**src/rtl/snitch_fpu_wb_arb.sv**
```systemverilog
// snitch_fpu_wb_arb: write-back arbiter behind the Snitch FPU wrapper.
// FPU results are buffered in a small in-order FIFO. Each result is then
// routed by tag, either to the integer core or to the FP register file.
// On the FP register file port, FPU results share the single write port
// with LSU load data.
// Optional feature macro: SNITCH_FPU_WB_FFLAGS_EN enables the sticky
// fflags accumulator. When it is undefined, fflags_o is tied to zero.
module snitch_fpu_wb_arb #(
    parameter int unsigned FLEN      = 64,
    parameter int unsigned FifoDepth = 2,
    parameter int unsigned MaxStall  = 4
) (
    input  logic            clk_i,
    input  logic            rst_i,
    input  logic [FLEN-1:0] fpu_result_i,
    input  logic [4:0]      fpu_status_i,
    input  logic [5:0]      fpu_tag_i,
    input  logic            fpu_valid_i,
    output logic            fpu_ready_o,
    input  logic [FLEN-1:0] lsu_data_i,
    input  logic [4:0]      lsu_rd_i,
    input  logic            lsu_valid_i,
    output logic            lsu_ready_o,
    output logic            fpr_we_o,
    output logic [4:0]      fpr_waddr_o,
    output logic [FLEN-1:0] fpr_wdata_o,
    output logic            int_valid_o,
    output logic [4:0]      int_rd_o,
    output logic [31:0]     int_data_o,
    input  logic            int_ready_i,
    output logic [4:0]      fflags_o,
    input  logic            fflags_clr_i,
    output logic            fifo_empty_o
);

    localparam int unsigned PtrW   = (FifoDepth > 1) ? $clog2(FifoDepth) : 1;
    localparam int unsigned CntW   = $clog2(FifoDepth + 1);
    localparam int unsigned StallW = $clog2(MaxStall + 1);

    logic [FLEN-1:0]   mem_result [FifoDepth];
    logic [5:0]        mem_tag    [FifoDepth];
    logic [PtrW-1:0]   rd_ptr;
    logic [PtrW-1:0]   wr_ptr;
    logic [CntW-1:0]   count;
    logic [StallW-1:0] stall_cnt;

    logic full;
    logic push;
    logic pop;
    logic head_valid;
    logic head_int;
    logic head_fp;
    logic fpu_grant;
    logic lsu_grant;
    logic [FLEN-1:0] head_result;
    logic [5:0]      head_tag;

    assign full         = (count == CntW'(FifoDepth));
    assign fpu_ready_o  = !full;
    assign fifo_empty_o = (count == '0);
    assign push         = fpu_valid_i && !full;

    assign head_valid  = !fifo_empty_o;
    assign head_result = mem_result[rd_ptr];
    assign head_tag    = mem_tag[rd_ptr];
    assign head_int    = head_valid && head_tag[5];
    assign head_fp     = head_valid && !head_tag[5];

    // The LSU wins the FPR port by default. The FPU head wins when the LSU
    // is idle, or once it has been starved for MaxStall cycles in a row.
    assign fpu_grant   = head_fp && (!lsu_valid_i || (stall_cnt == StallW'(MaxStall)));
    assign lsu_grant   = lsu_valid_i && !fpu_grant;
    assign lsu_ready_o = lsu_grant;

    assign pop = (head_int && int_ready_i) || fpu_grant;

    assign int_valid_o = head_int;
    assign int_rd_o    = head_tag[4:0];
    assign int_data_o  = head_result[31:0];

    // FIFO payload storage; only the pointers need a reset.
    always_ff @(posedge clk_i) begin
        if (push) begin
            mem_result[wr_ptr] <= fpu_result_i;
            mem_tag[wr_ptr]    <= fpu_tag_i;
        end
    end

    // FIFO pointers and occupancy. A push while full is refused, even when
    // a pop happens in the same cycle.
    always_ff @(posedge clk_i or posedge rst_i) begin
        if (rst_i) begin
            rd_ptr <= '0;
            wr_ptr <= '0;
            count  <= '0;
        end else begin
            if (push) begin
                wr_ptr <= (wr_ptr == PtrW'(FifoDepth - 1)) ? '0 : wr_ptr + 1'b1;
            end
            if (pop) begin
                rd_ptr <= (rd_ptr == PtrW'(FifoDepth - 1)) ? '0 : rd_ptr + 1'b1;
            end
            case ({push, pop})
                2'b10:   count <= count + 1'b1;
                2'b01:   count <= count - 1'b1;
                default: count <= count;
            endcase
        end
    end

    // Starvation counter for the FP head. It saturates and never wraps.
    always_ff @(posedge clk_i or posedge rst_i) begin
        if (rst_i) begin
            stall_cnt <= '0;
        end else if (fpu_grant) begin
            stall_cnt <= '0;
        end else if (head_fp && lsu_valid_i && (stall_cnt != StallW'(MaxStall))) begin
            stall_cnt <= stall_cnt + 1'b1;
        end
    end

    // Register the winner of the FPR port. Address and data hold when idle.
    always_ff @(posedge clk_i or posedge rst_i) begin
        if (rst_i) begin
            fpr_we_o    <= 1'b0;
            fpr_waddr_o <= '0;
            fpr_wdata_o <= '0;
        end else begin
            fpr_we_o <= fpu_grant || lsu_grant;
            if (fpu_grant) begin
                fpr_waddr_o <= head_tag[4:0];
                fpr_wdata_o <= head_result;
            end else if (lsu_grant) begin
                fpr_waddr_o <= lsu_rd_i;
                fpr_wdata_o <= lsu_data_i;
            end
        end
    end

`ifdef SNITCH_FPU_WB_FFLAGS_EN
    logic [4:0] mem_status [FifoDepth];
    logic [4:0] fflags_q;

    // Status storage alongside the FIFO payload.
    always_ff @(posedge clk_i) begin
        if (push) begin
            mem_status[wr_ptr] <= fpu_status_i;
        end
    end

    // Sticky flags. A clear and a pop in the same cycle leave only the
    // popped status.
    always_ff @(posedge clk_i or posedge rst_i) begin
        if (rst_i) begin
            fflags_q <= '0;
        end else if (pop) begin
            fflags_q <= (fflags_clr_i ? 5'd0 : fflags_q) | mem_status[rd_ptr];
        end else if (fflags_clr_i) begin
            fflags_q <= '0;
        end
    end

    assign fflags_o = fflags_q;
`else
    logic unused_flags;
    assign unused_flags = ^{fpu_status_i, fflags_clr_i};
    assign fflags_o     = '0;
`endif

endmodule

```
**config.mk**
```make
export PLATFORM = sky130hd
export DESIGN_NAME = snitch_fpu_wb_arb
export DESIGN_NICKNAME = d
export VERILOG_FILES = /design/src/rtl/snitch_fpu_wb_arb.sv
export SDC_FILE = /design/constraint.sdc
export NUM_CORES = 1
export LEC_CHECK = 0
export BUFFER_PORTS_ARGS = -buffer_cell sky130_fd_sc_hd__buf_2
export CAP_MARGIN = 40
export CELL_PAD_IN_SITES_DETAIL_PLACEMENT = 0
export CELL_PAD_IN_SITES_GLOBAL_PLACEMENT = 2
export CORE_MARGIN = 1.5
export CORE_UTILIZATION = 39
export CTS_BUF_LIST = sky130_fd_sc_hd__clkbuf_2 sky130_fd_sc_hd__clkbuf_4 sky130_fd_sc_hd__clkbuf_8
export DETAILED_ROUTE_END_ITERATION = 16
export GPL_ROUTABILITY_DRIVEN = 0
export PLACE_DENSITY_LB_ADDON = 0.1
export SLEW_MARGIN = 20
export SYNTH_ARGS = -nofsm -noshare
export SYNTH_HDL_FRONTEND = slang
export SYNTH_SLANG_ARGS = --single-unit
```
**constraint.sdc**
```tcl
create_clock -name clk_i -period 8.77 [get_ports clk_i]
set_input_delay 2.631 -clock clk_i [delete_from_list [all_inputs] [get_ports clk_i]]
set_output_delay 2.631 -clock clk_i [all_outputs]
set_load 0.005 [all_outputs]
```
==> results list <==
- Final critical-path share of the clock period: 68.2%
- Post-synth design cell area: 0.0101 mm^2
- Ys flop type: edfxtp_1
* Fraction of final layout cells with drive strength greater than 1: 44.5%
- Overall track demand over capacity in global routing: 21.7%
- The tree is rooted in a clkbuf_8.
- Area share of the largest cell type after synthesis: 41.4%
- Floorplan die area: 0.0270 mm^2
- Leakage component of the power: 4.64 nW
* Cell depth of the worst flop-to-flop path: 6
- Number of nets in the final layout: 1,144
- Across the routed clock network, the largest skew measured is 21.2 ps.
- Post-CTS timing repair inserted 0 buffers for setup.
- Worst max-slew margin expressed relative to the limit: 46.3%
- On the worst path, the slowest cell contributes a delay of 330 ps.
- In this run the most critical hold path is launched from stall_cnt[0].
* Worst-case clock buffer depth: 3
* Number of placed I/O pins: 266
- First-pass DRT Iterations: 5
- The critical path goes through buf_6 > a21boi_0 > buf_2.
- Largest net degree at the start of global routing: 80
* Sequential element share of the synthesized area: 60.4%
- The core region is 0.0253 mm^2.
* R2R setup slack: 5140 ps
- Counting the fill cells in the layout gives 2,367.
* Number of warnings issued by yosys: 0
- Summing over every cut layer, the via total after detailed routing is 7,527.
- The via count of the first global-routing pass was 7,855.
* Clock latency at the later pin of the worst-skew pair: 520 ps
* Final Max Tran Viols: 0
- Family with the most delay on the worst path: buffers and inverters
* Endpoint of the worst-slack reg-to-reg timing path: fpr_wdata_o[1]
- Setup repair after global routing left no endpoint under its margin.
- Peak ir drop on the vdd network: 0.147 mV
* Measured slew at the worst slew-check pin: 806 ps
- After detailed routing, the number of vias per cell comes to 5.55.
- Number of nets still failing antenna checks after routing: 0
- Final cell utilization of the core: 49.3%
- Worst R2R Start: rd_ptr
* Master of the slowest instance on the critical path: buf_6
- CTS sink count: 217
- Hold Path Stages: 1
- In this run the core area contains 58 standard-cell rows.
* H-Tree Depth: 2
* Post-CTS clock slew at the launch and capture registers of the worst setup and hold paths: 50 ps
- The path with the worst hold slack has its endpoint at stall_cnt[0].
* Number of remaining DRC errors: 0
- Setup violations remaining at the end of the flow were counted as 0.
- Cell count after synthesis: 764
- The count of buffers added on input and output ports is 254.
- Hold-fix buffers at CTS: 0
* Leading cell type in the layout, fill and taps excluded: buf_2
- Horizontal extent of the die: 164 um
* Syn_area_per_cell: 13.3 um^2
* Shortest period the worst path allows: 5980 ps
- The netlist uses 37 different library cells.
* Die Span Y: 164 um
- Once the clock tree was built, the resizer swapped 0 gates to a different size.
- Layout Area Growth over Synthesis: 23.1%
- Initial drt markers: 501
* Worst hold slack across all endpoints: 512 ps
* Total detailed-routing wirelength: 29,100 um
* CTS tree: done
* Clock buffer count from CTS: 39
- In this run, synthesis produced a sequential element count of 217.
- CP Data Arrival Time: 3350 ps
* Crit path kind: in2out
- Initial antenna violation count: 8
- Of all nets on the critical path, the largest fanout is 55.
* Number of flops mapped to enable cells by yosys: 140
* Cell type with the largest total area after synthesis: edfxtp_1
* Total grt overflow: 0
- Max Fclk: 167 MHz
- CP required: 6140 ps
* Result of the run: complete, no violations
* Worst hold-check path type: reg2reg
* Buffering stage count on the worst path with inverters included: 2
- Summed over all failing endpoints, the final setup total negative slack is 0 ps.
- The worst setup path is launched from an input port.
* Type of destination of the critical path: primary output
- Power per cell area: 318 mW/mm^2
- The top cell types in the final layout, fill and taps aside, are buf_2, edfxtp_1, dfrtp_1, nand2b_1.
- After synthesis, the share of flip-flops with an asynchronous set or reset is 35.5%.
- The hold violation total from the final report was 0.
* Ranking of synthesized cells by area: edfxtp_1, dfrtp_1, mux2_2, a211oi_1, a2111oi_2
- Dpl hpwl: 17,800 um
- The first global-routing pass estimated 44,800 um of wire.
- Wire length per cell after detailed routing: 21.5 um
- Across the run, the number of max-cap violations was 0.
* Initial core utilization: 40.1%
[cell type report]
class	instances	area [um^2]	area share (%)
repair buffers	271	1560	12.5
clock inverters	5	21.3	0.170
clock buffers	66	758	6.07
multi-input cells	458	3570	28.6
well taps	330	413	3.31
inverters	4	17.5	0.140
flip-flops and latches	217	6130	49.1
diodes	6	15.0	0.120
[cell families (layout without fill, tap and decap cells)]
logic type	Yosys count	after routing	synth area share, %
compound gates	218	218	17.4
other cells	1	11	0.0370
mux	72	72	8.14
flops	217	217	60.4
buf+inv	93	346	4.81
simple gates	156	156	8.52
xor+xnor	4	4	0.345
fa+ha+maj	3	3	0.370
[where the power goes]
group          total (mW)  internal (mW)  switching [mW]  leakage, nW
registers            1.57           1.42           0.149         2.17
logic                1.46          0.578           0.884         2.05
clock network       0.941          0.541           0.400        0.425
[layer usage]
| layer | up-vias | GRT usage [%] | wire, um | part of all wire [%] |
|---|---|---|---|---|
| li1 | 3447 | - | - | - |
| met1 | 3734 | 27.7 | 12300 | 42 |
| met2 | 280 | 35.7 | 13900 | 48 |
| met3 | 58 | 6.26 | 2290 | 7.8 |
| met4 | 8 | 6.78 | 583 | 2.0 |
| met5 | - | 0 | 55 | 0.19 |
[synth_stat cells (all sizes together), types with 2 or more instances]
master,number
nor3,70
xnor2,3
nand2,3
edfxtp,140
inv,4
nand2b,73
buf,40
dfrtp,77
a2111oi,69
clkbuf,49
o211ai,2
mux2,71
o21ai,4
a21oi,69
ha,3
nor2,6
a211oi,69
[how the worst max path moves through the flow]
| stage | from | endpoint | slack [ps] | depth (start not counted) |
|---|---|---|---|---|
| floorplan | fpu_valid_i | mem_result[0][0] | 2620 | 2 |
| global placement | lsu_valid_i | lsu_ready_o | 2820 | 3 |
| detailed placement | lsu_valid_i | lsu_ready_o | 2780 | 3 |
| CTS | lsu_valid_i | lsu_ready_o | 2780 | 3 |
| global route | lsu_valid_i | lsu_ready_o | 2730 | 3 |
| finish | lsu_valid_i | lsu_ready_o | 2790 | 3 |
[worst reg2reg max path, delay by kind of cell, from the launching register on]
kind	cells	cell delay, ps
AOI/OAI and AO/OA	1	210
buffers and inverters	3	2000
DFF	1	690
muxes	1	430
and+or+nand+nor	1	240
[per-stage QoR]
| step | cell area [um^2] | total power [mW] | std cells | worst slack (ps) |
|---|---|---|---|---|
| 2_1_floorplan | 10200 | 2.50 | 768 | 2620 |
| 3_3_place_gp | 11500 | 2.97 | 1271 | 2820 |
| 3_5_place_dp | 11700 | 3.07 | 1279 | 2780 |
| 4_1_cts | 12400 | 4.03 | 1350 | 2780 |
| 5_1_grt | 12500 | 4.21 | 1354 | 2730 |
| 6_report | 12500 | 3.98 | 1357 | 2790 |
[sequential cells by signal, indices dropped and copies added (netlist names)]
| signal | cells |
|---|---|
| count | 2 |
| mem_result | 128 |
| rd_ptr | 1 |
| mem_tag | 12 |
| fpr_waddr_o | 5 |
| fpr_we_o | 1 |
| wr_ptr | 1 |
| fpr_wdata_o | 64 |
| stall_cnt | 3 |
(Power assumes the default switching activity.)
